$ cat src/rtl/readout_sequencer.sv
// Pixel array row readout: select a row, let it settle, latch it, then stream its pixels over valid/ready.
// Define READOUT_PREFETCH_EN to double-buffer rows and select/latch the next row while streaming.
//
// state  | meaning
// IDLE   | waiting for start
// SELECT | row select asserted, settle timer running
// LATCH  | row select asserted, row buffer captures p_data this cycle
// STREAM | one pixel per handshake from the active buffer
// WAIT   | prefetch only: row finished before the next row's latch completed
// DONE   | one-cycle done pulse
module readout_sequencer #(
    parameter int PIXEL_ARRAY_WIDTH  = 4,
    parameter int PIXEL_ARRAY_HEIGHT = 4,
    parameter int PIXEL_BITS         = 8,
    parameter int SETTLE_CYCLES      = 2
) (
    input  logic                                     clk,
    input  logic                                     reset,
    input  logic                                     start,
    output logic                                     busy,
    output logic                                     done,
    output logic [PIXEL_ARRAY_HEIGHT-1:0]            p_row_select,
    input  logic [PIXEL_ARRAY_WIDTH*PIXEL_BITS-1:0]  p_data,
    output logic [PIXEL_BITS-1:0]                    out_data,
    output logic                                     out_valid,
    input  logic                                     out_ready,
    output logic                                     out_sof,
    output logic                                     out_eol,
    output logic                                     out_eof
);

    localparam int W  = PIXEL_ARRAY_WIDTH;
    localparam int H  = PIXEL_ARRAY_HEIGHT;
    localparam int PB = PIXEL_BITS;
    localparam int CW = (W > 1) ? $clog2(W) : 1;
    localparam int RW = (H > 1) ? $clog2(H) : 1;
    localparam int SW = $clog2(SETTLE_CYCLES + 1);
    localparam logic [CW-1:0] COL_LAST    = CW'(W - 1);
    localparam logic [RW-1:0] ROW_LAST    = RW'(H - 1);
    localparam logic [SW-1:0] SETTLE_LOAD = SW'(SETTLE_CYCLES - 1);
    localparam logic [H-1:0]  ROW_ONE     = H'(1);

    typedef enum logic [2:0] {
        S_IDLE, S_SELECT, S_LATCH, S_STREAM, S_DONE, S_WAIT
    } state_e;

    state_e        state_q, state_d;
    logic [RW-1:0] row_q, row_d;
    logic [CW-1:0] col_q, col_d;
    logic [SW-1:0] st_cnt_q, st_cnt_d;
    logic          handshake, last_col, last_row;

    assign handshake = (state_q == S_STREAM) && out_ready;
    assign last_col  = (col_q == COL_LAST);
    assign last_row  = (row_q == ROW_LAST);

`ifdef READOUT_PREFETCH_EN
    localparam logic [SW-1:0] PF_LOAD = SW'(SETTLE_CYCLES);

    logic [PB-1:0] buf_q [2][W];
    logic          rd_sel_q, rd_sel_d;
    logic          pf_active_q, pf_active_d;
    logic          pf_full_q, pf_full_d;
    logic [SW-1:0] pf_cnt_q, pf_cnt_d;
    logic          pf_latch, pf_ready, pf_swap;

    // pf_cnt reaching zero is the latch cycle: row select still held, idle buffer captures at its end
    assign pf_latch = pf_active_q && (pf_cnt_q == '0);
    assign pf_ready = pf_full_q || pf_latch;
    assign pf_swap  = pf_ready && ((state_q == S_WAIT) ||
                      (handshake && last_col && !last_row));
`else
    logic [PB-1:0] buf_q [W];
`endif

    always_ff @(posedge clk or negedge reset) begin
        if (!reset) begin
            state_q     <= S_IDLE;
            row_q       <= '0;
            col_q       <= '0;
            st_cnt_q    <= '0;
`ifdef READOUT_PREFETCH_EN
            rd_sel_q    <= 1'b0;
            pf_active_q <= 1'b0;
            pf_full_q   <= 1'b0;
            pf_cnt_q    <= '0;
`endif
        end else begin
            state_q     <= state_d;
            row_q       <= row_d;
            col_q       <= col_d;
            st_cnt_q    <= st_cnt_d;
`ifdef READOUT_PREFETCH_EN
            rd_sel_q    <= rd_sel_d;
            pf_active_q <= pf_active_d;
            pf_full_q   <= pf_full_d;
            pf_cnt_q    <= pf_cnt_d;
`endif
        end
    end

    // Row buffers hold no control state, so they are left unreset
    always_ff @(posedge clk) begin
`ifdef READOUT_PREFETCH_EN
        if (state_q == S_LATCH) begin
            for (int c = 0; c < W; c++) buf_q[rd_sel_q][c] <= p_data[c*PB +: PB];
        end
        if (pf_latch) begin
            for (int c = 0; c < W; c++) buf_q[~rd_sel_q][c] <= p_data[c*PB +: PB];
        end
`else
        if (state_q == S_LATCH) begin
            for (int c = 0; c < W; c++) buf_q[c] <= p_data[c*PB +: PB];
        end
`endif
    end

    always_comb begin
        state_d  = state_q;
        row_d    = row_q;
        col_d    = col_q;
        st_cnt_d = st_cnt_q;
`ifdef READOUT_PREFETCH_EN
        rd_sel_d    = rd_sel_q;
        pf_active_d = pf_active_q;
        pf_full_d   = pf_full_q;
        pf_cnt_d    = pf_cnt_q;
        if (pf_active_q) begin
            if (pf_latch) begin
                pf_active_d = 1'b0;
                pf_full_d   = 1'b1;
            end else begin
                pf_cnt_d = pf_cnt_q - 1'b1;
            end
        end
`endif
        case (state_q)
            S_IDLE: begin
                if (start) begin
                    state_d  = S_SELECT;
                    row_d    = '0;
                    col_d    = '0;
                    st_cnt_d = SETTLE_LOAD;
                end
            end
            S_SELECT: begin
                if (st_cnt_q == '0) state_d = S_LATCH;
                else                st_cnt_d = st_cnt_q - 1'b1;
            end
            S_LATCH: begin
                state_d = S_STREAM;
                col_d   = '0;
`ifdef READOUT_PREFETCH_EN
                if (!last_row) begin
                    pf_active_d = 1'b1;
                    pf_cnt_d    = PF_LOAD;
                    pf_full_d   = 1'b0;
                end
`endif
            end
            S_STREAM: begin
                if (handshake) begin
                    if (!last_col) begin
                        col_d = col_q + 1'b1;
                    end else if (last_row) begin
                        state_d = S_DONE;
                    end else begin
                        col_d = '0;
`ifdef READOUT_PREFETCH_EN
                        state_d = S_WAIT;
`else
                        state_d  = S_SELECT;
                        row_d    = row_q + 1'b1;
                        st_cnt_d = SETTLE_LOAD;
`endif
                    end
                end
            end
            S_DONE:  state_d = S_IDLE;
            S_WAIT: begin
`ifndef READOUT_PREFETCH_EN
                state_d = S_IDLE;
`endif
            end
            default: state_d = S_IDLE;
        endcase
`ifdef READOUT_PREFETCH_EN
        // Next row already in the idle buffer: swap and keep streaming, re-arm prefetch for the row after
        if (pf_swap) begin
            state_d   = S_STREAM;
            row_d     = row_q + 1'b1;
            col_d     = '0;
            rd_sel_d  = ~rd_sel_q;
            pf_full_d = 1'b0;
            if ((row_q + RW'(1)) != ROW_LAST) begin
                pf_active_d = 1'b1;
                pf_cnt_d    = PF_LOAD;
            end
        end
`endif
    end

    always_comb begin
        busy         = (state_q != S_IDLE);
        done         = (state_q == S_DONE);
        p_row_select = '0;
        out_valid    = 1'b0;
        out_data     = '0;
        out_sof      = 1'b0;
        out_eol      = 1'b0;
        out_eof      = 1'b0;
        if ((state_q == S_SELECT) || (state_q == S_LATCH)) begin
            p_row_select = ROW_ONE << row_q;
        end
        if (state_q == S_STREAM) begin
            out_valid = 1'b1;
`ifdef READOUT_PREFETCH_EN
            out_data  = buf_q[rd_sel_q][col_q];
`else
            out_data  = buf_q[col_q];
`endif
            out_sof   = (row_q == '0) && (col_q == '0);
            out_eol   = last_col;
            out_eof   = last_col && last_row;
        end
`ifdef READOUT_PREFETCH_EN
        if (((state_q == S_STREAM) || (state_q == S_WAIT)) && pf_active_q) begin
            p_row_select = ROW_ONE << (row_q + RW'(1));
        end
`endif
    end

endmodule
$ cat config.mk
export PLATFORM = sky130hd
export DESIGN_NAME = readout_sequencer
export DESIGN_NICKNAME = d
export VERILOG_FILES = /design/src/rtl/readout_sequencer.sv
export SDC_FILE = /design/constraint.sdc
export NUM_CORES = 1
export LEC_CHECK = 0
export ABC_AREA = 1
export BUFFER_PORTS_ARGS = -buffer_cell sky130_fd_sc_hd__buf_4
export CAP_MARGIN = 25
export CORE_UTILIZATION = 30
export DETAILED_ROUTE_END_ITERATION = 8
export GPL_TIMING_DRIVEN = 0
export PLACE_DENSITY_LB_ADDON = 0.05
export SETUP_SLACK_MARGIN = 0.15
export SLEW_MARGIN = 5
export SYNTH_ARGS = -nofsm -noshare
export SYNTH_HDL_FRONTEND = slang
export SYNTH_SLANG_ARGS = --single-unit
export TNS_END_PERCENT = 100
$ cat constraint.sdc
create_clock -name clk -period 2.53 [get_ports clk]
set_input_delay 0.253 -clock clk [delete_from_list [all_inputs] [get_ports clk]]
set_output_delay 0.253 -clock clk [all_outputs]
set_load 0.02 [all_outputs]
==> PnR_summary.wiki, run 1 <==
{| class="wikitable"
! Metric !! Value
|-
| GR Overflow Total || 0
|-
| Top FF cell, synth || sky130_fd_sc_hd__edfxtp_1
|-
| Total power after layout || 2.850 mW
|-
| Critical Path AT || 1.78 ns
|-
| Number of vias per cell || 4.397
|-
| Maximum resistive drop on vdd || 367.6 uV
|-
| Longest Clk Path Bufs || 2
|-
| Worst slew margin relative to its limit || 48.83%
|-
| Count of pins on the block boundary || 54
|-
| Start point of the critical path || col_q[0]$_DFFE_PN0P_
|-
| Synthesized flop and latch total || 41
|-
| Post-DP HPWL || 3.206 mm
|-
| Final core occ || 41.00%
|-
| Proportion of register bits with asynchronous set or reset after synthesis || 21.95%
|-
| Clock Power Share || 18.0%
|-
| Global routing usage summed across all routing layers || 12.47%
|-
| Worst skew pair latency || 0.28 ns
|-
| DIE HEIGHT || 83.20 um
|-
| Number of distinct library cell variants in the gate-level netlist after synthesis || 22
|-
| Floorplan die area || 6922 sq um
|-
| Final layout net count || 310
|-
| Per-instance average area after synthesis || 9.649 sq um
|-
| Syn Std Cell Area || 1978 sq um
|-
| Min cycle time layout || 2.035 ns
|-
| Root buffer cell || sky130_fd_sc_hd__clkbuf_8
|-
| Die Span X || 83.20 um
|-
| Initial core utilization || 31.15%
|-
| Vias in the first global route || 1406
|-
| Routed wire length || 4.183 mm
|-
| Fraction of synthesized cell area taken by the top area cell type || 48.58%
|-
| Relative contribution of sequential cells to total power || 35.7%
|-
| Total of warnings raised by yosys || 0
|-
| Number of slew-limit violations in the final report || 0
|-
| Final period util || 80.42%
|-
| Gate count after technology mapping || 205
|-
| Post-detailed-route wirelength per cell || 12.12 um
|-
| Number of sinks on the clock net || 41
|-
| Clock skew after layout || 0.004430 ns
|-
| Achievable frequency || 491.5 MHz
|-
| Number of nets still failing antenna checks after routing || 0
|-
| Final setup violating endpoints || 0
|-
| Inst Count DP || 336
|-
| Most area-consuming cells after synthesis || sky130_fd_sc_hd__edfxtp_1 49%, sky130_fd_sc_hd__dfrtp_1 11%, sky130_fd_sc_hd__nor2_1 9.5%, sky130_fd_sc_hd__nand2_1 5.7%, sky130_fd_sc_hd__o21ai_0 5.3%
|-
| Pin count of the biggest net entering global routing || 21
|-
| Startpoint of the tightest hold check path || p_data[26]
|-
| RePlAce Congestion || 0.7316
|-
| Worst Hold Slack || 0.1376 ns
|-
| Type of origin of the critical path || flip-flop
|-
| Deepest level of the CTS H-tree || 2
|-
| Hold Crit Class || in2reg
|-
| Via count || 1517
|-
| Diode insertion count for antenna repair || 0
|-
| Switching power of the nets || 1.120 mW
|-
| Placeable core area || 6350 sq um
|-
| Sum Neg Setup Slack || 0 ns
|-
| Share of total power consumed by net switching || 39.29%
|-
| Unrepaired setup endpoints after global routing || false
|-
| Power per cell area || 1095 nW/um^2
|-
| Max-cap violations || 0
|-
| Fraction of power consumed by combinational cells || 46.3%
|-
| Actual transition at the worst max-transition pin || 0.7666 ns
|-
| Internal power component || 1.730 mW
|-
| Residual DRC count || 0
|-
| First-pass DRT Iterations || 4
|-
| Net count after synthesis || 248
|-
| CTS tree || built
|-
| Count of hold-fix buffers inserted at cts || 1
|-
| Count of input and output buffers || 53
|-
| Final number of hold-violating endpoints || 0
|-
| Global-route wire length before repair || 6.693 mm
|-
| Crit Reg-Reg Startpoint || state_q[0]$_DFFE_PN0P_
|-
| Cell type contributing the most total cell area after synthesis || sky130_fd_sc_hd__edfxtp_1
|-
| Leakage power figure || 1.182 nW
|-
| Count of flip-flops with a built-in enable after synthesis || 32
|-
| Fraction of final layout cells sized beyond drive strength 1 || 28.36%
|-
| Highest fanout seen on the critical path || 10
|-
| Count of routing violations after the opening detailed-route iteration || 45
|-
| Required time of the critical path || 2.28 ns
|-
| # rows || 29
|-
| Cell Count, Final, Fillers Out || 345
|-
| Total of cells resized after clock tree synthesis || 0
|-
| Clock-pin slew reported for the worst setup and hold paths after clock tree synthesis || 0.08 ns
|-
| Part of the Yosys area used for sequential elements || 59.96%
|-
| Layout-stage area growth over the synthesis result || 31.63%
|-
| Critical path capture point type || output port
|-
| Num CTS Buffers || 5
|-
| Initial antenna violation count || 0
|-
| Total setup buffers inserted after CTS || 0
|-
| Status || completed
|-
| Critical path type || reg2out
|}
==> power groups by stage <==
stage	clock network [mW]	logic, mW	registers (mW)
floorplan	0	0.917	1.02
global placement	0	1.34	1.04
detailed placement	0	1.35	1.03
CTS	0.532	1.36	1.02
global route	0.563	1.52	1.03
finish	0.512	1.32	1.02
==> flip-flops by register name, summed over array words and instances (netlist names) <==
name / count
state_q: 3
row_q: 2
st_cnt_q: 2
col_q: 2
buf_q: 32
==> logic make-up (layout without fill, tap and decap cells) <==
logic type | after synthesis | count (layout) | share of synthesized area [%]
flops | 41 | 41 | 59.96
simple gates | 98 | 98 | 21.06
fa+ha+maj | 7 | 7 | 4.427
buf+inv | 29 | 92 | 6.958
compound gates | 30 | 30 | 7.590
==> cell type report <==
type,instances,area [sq um]
Sequential cell,41,1186
Timing Repair Buffer,55,422.9
Buffer,7,55.05
Clock buffer,6,72.57
Inverter,22,82.58
Fill cell,653,3746
Clock inverter,2,33.78
Multi-Input combinational cell,135,654.4
Tap cell,77,96.34
==> Yosys cell counts, types with 3 or more instances <==
| master | instances |
|---|---|
| sky130_fd_sc_hd__inv_1 | 19 |
| sky130_fd_sc_hd__nand2_1 | 30 |
| sky130_fd_sc_hd__nor2_1 | 50 |
| sky130_fd_sc_hd__dfrtp_1 | 9 |
| sky130_fd_sc_hd__edfxtp_1 | 32 |
| sky130_fd_sc_hd__o21ai_0 | 21 |
| sky130_fd_sc_hd__nand3_1 | 9 |
| sky130_fd_sc_hd__ha_1 | 7 |
| sky130_fd_sc_hd__a21oi_1 | 9 |
| sky130_fd_sc_hd__buf_4 | 3 |
==> per-stage QoR <==
stage,setup slack [ns],instance area (sq um)
floorplan,0.8411,1978
detailed placement,0.6688,2487
global route,0.3499,2604
global placement,0.4778,2472
CTS,0.4258,2604
finish,0.4953,2604
==> layer usage <==
metal / routed length [um] / vias to the layer above / share of wire [%] / global-route usage (%)
met3: 234 / 5 / 5.6 / 3.877
met5: 0 / - / 0 / 0
met1: 1879 / 682 / 45 / 15.72
met2: 2021 / 39 / 48 / 20.27
met4: 46 / 0 / 1.1 / 4.232
li1: - / 791 / - / -
==> path summary, 6_finish.rpt <==
kind	to	slack, ns	cells past startpoint
setup / recovery	out_sof	0.50	7
hold / removal	buf_q[3][2]$_DFFE_PP_	0.14	1
setup reg to reg	buf_q[0][0]$_DFFE_PP_	0.71	5
hold reg to reg	st_cnt_q[1]$_DFFE_PN0P_	0.49	2
max in group asynchronous	state_q[2]$_DFFE_PN0P_	2.06	2
min in group asynchronous	state_q[1]$_DFFE_PN0P_	0.33	2
==> cell usage in the layout, fill, tap and decap left out <==
| cell type | instances |
|---|---|
| sky130_fd_sc_hd__and3_2 | 1 |
| sky130_fd_sc_hd__buf_2 | 2 |
| sky130_fd_sc_hd__o21ai_0 | 21 |
| sky130_fd_sc_hd__nand2_2 | 2 |
| sky130_fd_sc_hd__edfxtp_1 | 32 |
| sky130_fd_sc_hd__clkbuf_8 | 5 |
| sky130_fd_sc_hd__nor2_2 | 1 |
| sky130_fd_sc_hd__nand3_1 | 9 |
| sky130_fd_sc_hd__inv_1 | 19 |
| sky130_fd_sc_hd__buf_6 | 2 |
| sky130_fd_sc_hd__buf_4 | 56 |
| sky130_fd_sc_hd__dlygate4sd3_1 | 1 |
| sky130_fd_sc_hd__nand3_2 | 1 |
| sky130_fd_sc_hd__clkinv_1 | 2 |
| sky130_fd_sc_hd__dfrtp_1 | 9 |
| sky130_fd_sc_hd__nand2_4 | 1 |
| sky130_fd_sc_hd__clkbuf_1 | 1 |
| sky130_fd_sc_hd__nand2_1 | 30 |
| sky130_fd_sc_hd__nor2_4 | 1 |
| sky130_fd_sc_hd__bufinv_16 | 1 |
| sky130_fd_sc_hd__a21oi_1 | 9 |
| sky130_fd_sc_hd__nor2_1 | 50 |
| sky130_fd_sc_hd__buf_8 | 1 |
| sky130_fd_sc_hd__inv_2 | 2 |
| sky130_fd_sc_hd__nand3b_1 | 1 |
| sky130_fd_sc_hd__ha_1 | 7 |
| sky130_fd_sc_hd__nor3_1 | 1 |
==> worst max-delay path, stage by stage (launching register included) <==
cell and delay, ns:
sky130_fd_sc_hd__dfrtp_1 0.38, sky130_fd_sc_hd__buf_2 0.19, sky130_fd_sc_hd__inv_1 0.21, sky130_fd_sc_hd__buf_4 0.21, sky130_fd_sc_hd__ha_1 0.16, sky130_fd_sc_hd__nand2_1 0.05
sky130_fd_sc_hd__nor2_1 0.14, sky130_fd_sc_hd__buf_4 0.16
(Power assumes the default switching activity.)
==> run 2: changes to the inputs <==
--- a/config.mk
+++ b/config.mk
@@ -5,7 +5,7 @@
 export SDC_FILE = /design/constraint.sdc
 export NUM_CORES = 1
 export LEC_CHECK = 0
-export ABC_AREA = 1
+export ABC_AREA = 0
 export BUFFER_PORTS_ARGS = -buffer_cell sky130_fd_sc_hd__buf_4
 export CAP_MARGIN = 25
 export CORE_UTILIZATION = 30
==> constraint.sdc (replaced) <==
create_clock -name clk -period 1.7 [get_ports clk]
set_input_delay 0.17 -clock clk [delete_from_list [all_inputs] [get_ports clk]]
set_output_delay 0.17 -clock clk [all_outputs]
set_load 0.02 [all_outputs]
==> run 2 against run 1 <==
Against the previous run: the flow now finishes with violations (negative setup slack); largest power group unchanged; cell count fell by 19%; power up 84%; via count down 14%; clock-buffer cell count is the same; utilization is 8.9 points higher.
==> PnR_summary.wiki, run 2 <==
{| class="wikitable"
! Metric !! Value
|-
| Count of flip-flops with a built-in enable after synthesis || 32
|-
| Power per cell area || 1770 nW/um^2
|-
| Top FF cell, synth || sky130_fd_sc_hd__edfxtp_1
|-
| Global routing usage summed across all routing layers || 13.52%
|-
| Count of pins on the block boundary || 54
|-
| Die Span X || 80.96 um
|-
| Min cycle time layout || 1.813 ns
|-
| # rows || 28
|-
| Worst slack at placement || -0.1642 ns
|-
| Achievable frequency || 551.7 MHz
|-
| Diode insertion count for antenna repair || 0
|-
| Per-instance average area after synthesis || 15.59 sq um
|-
| Syn Std Cell Area || 1871 sq um
|-
| Required time of the critical path || 1.53 ns
|-
| Deepest level of the CTS H-tree || 2
|-
| Final layout net count || 248
|-
| DIE HEIGHT || 80.96 um
|-
| Via count || 1304
|-
| Leading cell types in the layout, fill and taps excluded || 56 x sky130_fd_sc_hd__buf_4, 32 x sky130_fd_sc_hd__edfxtp_1, 20 x sky130_fd_sc_hd__buf_6
|-
| Hold Crit Class || in2reg
|-
| Most frequent cell after synthesis || sky130_fd_sc_hd__edfxtp_1
|-
| Clock skew after layout || 0.01110 ns
|-
| GR Overflow Total || 0
|-
| Worst skew pair latency || 0.30 ns
|-
| Layout-stage area growth over the synthesis result || 58.80%
|-
| Post-synth top cells || 32 x sky130_fd_sc_hd__edfxtp_1, 9 x sky130_fd_sc_hd__dfrtp_1, 9 x sky130_fd_sc_hd__nor2b_1
|-
| Final number of hold-violating endpoints || 0
|-
| Global-route wire length before repair || 6.506 mm
|-
| Total of warnings raised by yosys || 0
|-
| Fraction of final layout cells sized beyond drive strength 1 || 63.59%
|-
| Synthesized flop and latch total || 41
|-
| Post-detailed-route wirelength per cell || 14.63 um
|-
| Worst slew margin relative to its limit || 81.28%
|-
| Final setup violating endpoints || 8
|-
| Root buffer cell || sky130_fd_sc_hd__clkbuf_8
|-
| Largest register by flop count || buf_q
|-
| Number of distinct library cell variants in the gate-level netlist after synthesis || 34
|-
| Num CTS Buffers || 5
|-
| Post-DP HPWL || 2.553 mm
|-
| Critical path capture point type || output port
|-
| Final period util || 106.6%
|-
| Registers with the most flip-flops || buf_q: 32 flops, state_q: 3 flops
|-
| Part of the Yosys area used for sequential elements || 63.41%
|-
| Unrepaired setup endpoints after global routing || true
|-
| Pin count of the biggest net entering global routing || 17
|-
| Count of input and output buffers || 53
|-
| Floorplan die area || 6555 sq um
|-
| Post-layout worst setup margin || -0.1127 ns
|-
| Number of slew-limit violations in the final report || 0
|-
| Initial antenna violation count || 0
|-
| Hold Crit Depth || 1
|-
| Fraction of synthesized cell area taken by the top area cell type || 51.37%
|-
| Violated checks || negative setup slack
|-
| Critical Path AT || 1.64 ns
|-
| Proportion of register bits with asynchronous set or reset after synthesis || 21.95%
|-
| Cell type contributing the most total cell area after synthesis || sky130_fd_sc_hd__edfxtp_1
|-
| CTS tree || built
|-
| Largest register FFs || 32
|-
| Gate count after technology mapping || 120
|-
| Clock-pin slew reported for the worst setup and hold paths after clock tree synthesis || 0.08 ns
|-
| Status || complete, but fails checks
|-
| Leakage power figure || 1.224 nW
|-
| Highest fanout seen on the critical path || 3
|-
| Vias in the first global route || 1373
|-
| First-pass DRT Iterations || 4
|-
| Critical path type || reg2out
|-
| Area post-placement || 2374 sq um
|-
| Number of nets still failing antenna checks after routing || 0
|-
| Type of origin of the critical path || flip-flop
|-
| Residual DRC count || 0
|-
| Longest Clk Path Bufs || 2
|-
| Number of vias per cell || 4.641
|-
| Post-Layout Inst Area || 2970 sq um
|-
| Count of routing violations after the opening detailed-route iteration || 46
|-
| Number of sinks on the clock net || 41
|-
| Initial core utilization || 31.41%
|-
| Maximum resistive drop on vdd || 978.2 uV
|-
| Most area-consuming cells after synthesis || sky130_fd_sc_hd__edfxtp_1 51%, sky130_fd_sc_hd__dfrtp_1 12%, sky130_fd_sc_hd__mux4_2 9.6%, sky130_fd_sc_hd__ha_1 4.7%, sky130_fd_sc_hd__nor2b_1 3.0%
|-
| Routed wire length || 4.111 mm
|-
| Leading cell type in the layout, fill and taps excluded || sky130_fd_sc_hd__buf_4
|-
| Worst Hold Slack || 0.03847 ns
|-
| Register-to-Register Path Depth || 5
|-
| Net count after synthesis || 163
|-
| RePlAce Congestion || 0.6853
|-
| Max-cap violations || 0
|-
| Sum Neg Setup Slack || -0.7577 ns
|-
| Actual transition at the worst max-transition pin || 0.2803 ns
|-
| Placeable core area || 5956 sq um
|}
[run 2: worst paths after layout]
kind	from	endpoint	slack, ns
min reg2reg	st_cnt_q[0]$_DFFE_PN0P_	st_cnt_q[0]$_DFFE_PN0P_	0.50
min	p_data[6]	buf_q[0][6]$_DFFE_PP_	0.04
min in group asynchronous	reset	state_q[0]$_DFFE_PN0P_	0.23
max	col_q[0]$_DFFE_PN0P_	out_data[7]	-0.11
max reg2reg	row_q[1]$_DFFE_PN0P_	row_q[1]$_DFFE_PN0P_	0.17
max in group asynchronous	reset	col_q[0]$_DFFE_PN0P_	1.31
[run 2: cell type report]
type | instances | area (sq um)
Fill cell | 512 | 2985
Sequential cell | 41 | 1189
Multi-Input combinational cell | 67 | 817.0
Timing Repair Buffer | 77 | 686.9
Tap cell | 75 | 93.84
Clock buffer | 6 | 72.57
Buffer | 5 | 63.81
Inverter | 8 | 32.53
Clock inverter | 2 | 15.01
[run 2: cells by family after synthesis]
family                   Yosys count  synth area share, %
AO/OA/AOI/OAI                     11                5.084
XOR/XNOR                           1               0.4683
adder cells (fa/ha/maj)            7                4.682
buffers and inverters             13                3.478
flip-flops                        41                63.41
multiplexers                      10                10.77
AND/OR/NAND/NOR                   37                12.11
[run 2: what timing repair did]
item	in CTS	in global routing
endpoints found under the setup margin	52	21
resized for setup	26	43
setup buffers	13	9
cloned	1	1
hold buffers	1	0
pin swaps	8	11
hold endpoints to repair	9	0
[run 2: metal layers]
metal	global-route usage [%]	routed length [um]	vias to the layer above
met3	3.820	194	6
li1	-	-	615
met4	4.821	70	0
met1	15.68	1644	637
met2	23.70	2201	46
met5	0	0	-
[run 2: critical path, stage by stage, from the launching register on]
cell	delay (ns)
sky130_fd_sc_hd__dfrtp_2	0.42
sky130_fd_sc_hd__buf_4	0.15
sky130_fd_sc_hd__mux4_2	0.48
sky130_fd_sc_hd__nor2b_1	0.14
sky130_fd_sc_hd__buf_4	0.15
[run 2: power breakdown]
group | switching (mW) | internal (mW) | total (mW)
Sequential | 0.115 | 1.44 | 1.56
Combinational | 1.38 | 1.68 | 3.06
Clock | 0.352 | 0.289 | 0.642
Total | 1.85 | 3.41 | 5.26
[run 2: stage by stage]
stage | power (mW) | instances | util, %
after floorplan | 2.838 | 120 | -
after global placement | 3.461 | 248 | 39.85
after detailed placement | 3.494 | 248 | 39.85
after CTS | 4.697 | 271 | 45.36
after global routing | 5.605 | 281 | 49.87
final | 5.257 | 281 | 49.87
==> run 3: changes to the inputs <==
--- a/config.mk
+++ b/config.mk
@@ -8,10 +8,12 @@
 export ABC_AREA = 0
 export BUFFER_PORTS_ARGS = -buffer_cell sky130_fd_sc_hd__buf_4
 export CAP_MARGIN = 25
+export CORE_ASPECT_RATIO = 2
 export CORE_UTILIZATION = 30
 export DETAILED_ROUTE_END_ITERATION = 8
 export GPL_TIMING_DRIVEN = 0
 export PLACE_DENSITY_LB_ADDON = 0.05
+export REMOVE_ABC_BUFFERS = 1
 export SETUP_SLACK_MARGIN = 0.15
 export SLEW_MARGIN = 5
 export SYNTH_ARGS = -nofsm -noshare
==> run 3 against run 2 <==
Against the previous run: the flow finishes with violations (design-rule violations, negative setup slack); sequential power up 3%; setup slack better by 0.012 ns; power grew 3.7%; critical endpoint is now out_data[4]; combinational power decreased by 4%; critical path depth is the same; final area shrank 0.67%.
==> PnR_summary.wiki, run 3 (same netlist as run 2, synthesis figures left out) <==
{| class="wikitable"
! Metric !! Value
|-
| Power per cell area || 1848 nW/um^2
|-
| Routed wire length || 4.422 mm
|-
| Num CTS Buffers || 5
|-
| Number of nets still failing antenna checks after routing || 0
|-
| Deepest level of the CTS H-tree || 2
|-
| Root buffer cell || sky130_fd_sc_hd__clkbuf_16
|-
| Leading cell types in the layout, fill and taps excluded || 60 x sky130_fd_sc_hd__buf_4, 32 x sky130_fd_sc_hd__edfxtp_1, 14 x sky130_fd_sc_hd__buf_6
|-
| Violated checks || design-rule violations, negative setup slack
|-
| First-pass DRT Iterations || 5
|-
| Largest register FFs || 32
|-
| Endpoint of the worst hold-timing path || buf_q[0][6]$_DFFE_PP_
|-
| Unrepaired setup endpoints after global routing || true
|-
| Diode insertion count for antenna repair || 0
|-
| Cell Count, Final, Fillers Out || 268
|-
| Post-detailed-route wirelength per cell || 16.50 um
|-
| Registers with the most flip-flops || buf_q: 32 flops, state_q: 3 flops
|-
| Maximum resistive drop on vdd || 915.6 uV
|-
| Min cycle time layout || 1.801 ns
|-
| RePlAce Congestion || 0.7075
|-
| Fraction of final layout cells sized beyond drive strength 1 || 62.93%
|-
| Number of slew-limit violations in the final report || 0
|-
| Hold Crit Class || in2reg
|-
| Longest Clk Path Bufs || 2
|-
| Placeable core area || 6006 sq um
|-
| Final period util || 105.9%
|-
| Critical register-to-register path endpoint || row_q[0]$_DFFE_PN0P_
|-
| Status || complete, but fails checks
|-
| CTS tree || built
|-
| Layout-stage area growth over the synthesis result || 57.73%
|-
| Wire length on met3 || 192 um
|-
| Clock-pin slew reported for the worst setup and hold paths after clock tree synthesis || 0.06 ns
|-
| Hold Crit Depth || 1
|-
| Floorplan die area || 6574 sq um
|-
| Critical Path AT || 1.63 ns
|-
| Achievable frequency || 555.2 MHz
|-
| Inst Count DP || 231
|-
| Residual DRC count || 2
|-
| Number of vias per cell || 4.929
|-
| Pin count of the biggest net entering global routing || 17
|-
| Count of input and output buffers || 53
|-
| Final layout net count || 247
|-
| Via count || 1321
|-
| Max-cap violations || 0
|-
| Leakage power figure || 1.208 nW
|-
| Post-DP HPWL || 2.733 mm
|-
| Max layer used || met4
|-
| Register-to-Register Path Depth || 5
|-
| Required time of the critical path || 1.53 ns
|-
| Clock skew after layout || 0.003300 ns
|-
| Met2 Wirelength || 2.587 mm
|-
| Initial antenna violation count || 0
|-
| Initial core utilization || 31.15%
|-
| Number of sinks on the clock net || 41
|-
| Post-layout worst setup margin || -0.1010 ns
|-
| Die Span X || 57.84 um
|-
| Largest register by flop count || buf_q
|-
| Leading cell type in the layout, fill and taps excluded || sky130_fd_sc_hd__buf_4
|-
| Crit Reg-Reg Startpoint || col_q[0]$_DFFE_PN0P_
|-
| Met1 Wirelength || 1.485 mm
|-
| DIE HEIGHT || 113.7 um
|-
| Global routing usage summed across all routing layers || 15.13%
|-
| Critical path type || reg2out
|-
| Global-route wire length before repair || 7.231 mm
|-
| Register-to-register path setup slack || 0.05 ns
|-
| Actual transition at the worst max-transition pin || 0.2504 ns
|-
| Startpoint of the tightest hold check path || p_data[6]
|-
| Highest fanout seen on the critical path || 6
|-
| Worst slew margin relative to its limit || 83.25%
|-
| Final setup violating endpoints || 8
|-
| Vias in the first global route || 1528
|-
| Critical path capture point type || output port
|-
| Final number of hold-violating endpoints || 0
|-
| # rows || 40
|-
| Worst skew pair latency || 0.28 ns
|-
| Worst Hold Slack || 0.05872 ns
|-
| Type of origin of the critical path || flip-flop
|-
| Count of pins on the block boundary || 54
|-
| Total power after layout || 5.451 mW
|-
| Count of routing violations after the opening detailed-route iteration || 38
|-
| GR Overflow Total || 0
|}
-- run 3: cell types whose count changed in the layout (fill, tap and decap cells not counted), sizes merged --
cell	delta
clkbuf	-1
clkinvlp	-2
clkinv	+2
-- run 3: repair_timing --
action | CTS | global route
hold buffers | 1 | 0
hold endpoints to repair | 9 | 0
setup endpoints to repair | 58 | 38
gates cloned | 1 | 0
resized for setup | 44 | 13
pin swaps | 7 | 6
buffers inserted | 25 | 2
-- run 3: metal layers --
layer	track usage, %	vias to the layer above
met5	0	-
met2	27.28	47
met3	3.968	11
met1	14.83	652
li1	-	611
met4	9.048	0
-- run 3: worst max path at each step --
stage | from | to | slack, ns | cells after the start
after global routing | col_q[0]$_DFFE_PN0P_ | out_data[1] | -0.14 | 4
after detailed placement | col_q[0]$_DFFE_PN0P_ | st_cnt_q[0]$_DFFE_PN0P_ | -0.39 | 5
after global placement | state_q[1]$_DFFE_PN0P_ | buf_q[0][6]$_DFFE_PP_ | -1.41 | 2
after floorplan | state_q[1]$_DFFE_PN0P_ | buf_q[0][0]$_DFFE_PP_ | -0.90 | 2
final | col_q[0]$_DFFE_PN0P_ | out_data[4] | -0.10 | 4
after CTS | col_q[0]$_DFFE_PN0P_ | out_data[3] | -0.11 | 4
-- run 3: cell type report --
type,count,area [sq um]
flip-flops and latches,41,1197
fillers,539,3055
clock inverters,2,10.01
clock buffers,6,128.9
multi-input cells,67,769.5
well taps,63,78.83
inverters,8,32.53
repair buffers,81,733.2
-- run 3: worst max-delay path, cell delays in order (launching register included) --
cell and delay, ns:
sky130_fd_sc_hd__dfrtp_4 0.50, sky130_fd_sc_hd__buf_12 0.15, sky130_fd_sc_hd__mux4_2 0.40, sky130_fd_sc_hd__nor2b_1 0.14, sky130_fd_sc_hd__buf_4 0.15
-- run 3: per-stage QoR --
step	TNS [ns]	cell area, sq um	utilization [%]	setup slack (ns)
finish	-0.7124	2950	49.13	-0.1010
CTS	-0.7765	2879	47.94	-0.1098
global placement	-48.31	2312	38.50	-1.410
floorplan	-28.77	1836	-	-0.8961
global route	-1.113	2950	49.13	-0.1388
detailed placement	-14.42	2320	38.63	-0.3927
-- run 3: power breakdown --
part / switching [mW] / total [mW] / internal [mW]
registers: 0.150 / 1.61 / 1.46
clock network: 0.365 / 0.903 / 0.539
logic: 1.33 / 2.94 / 1.60
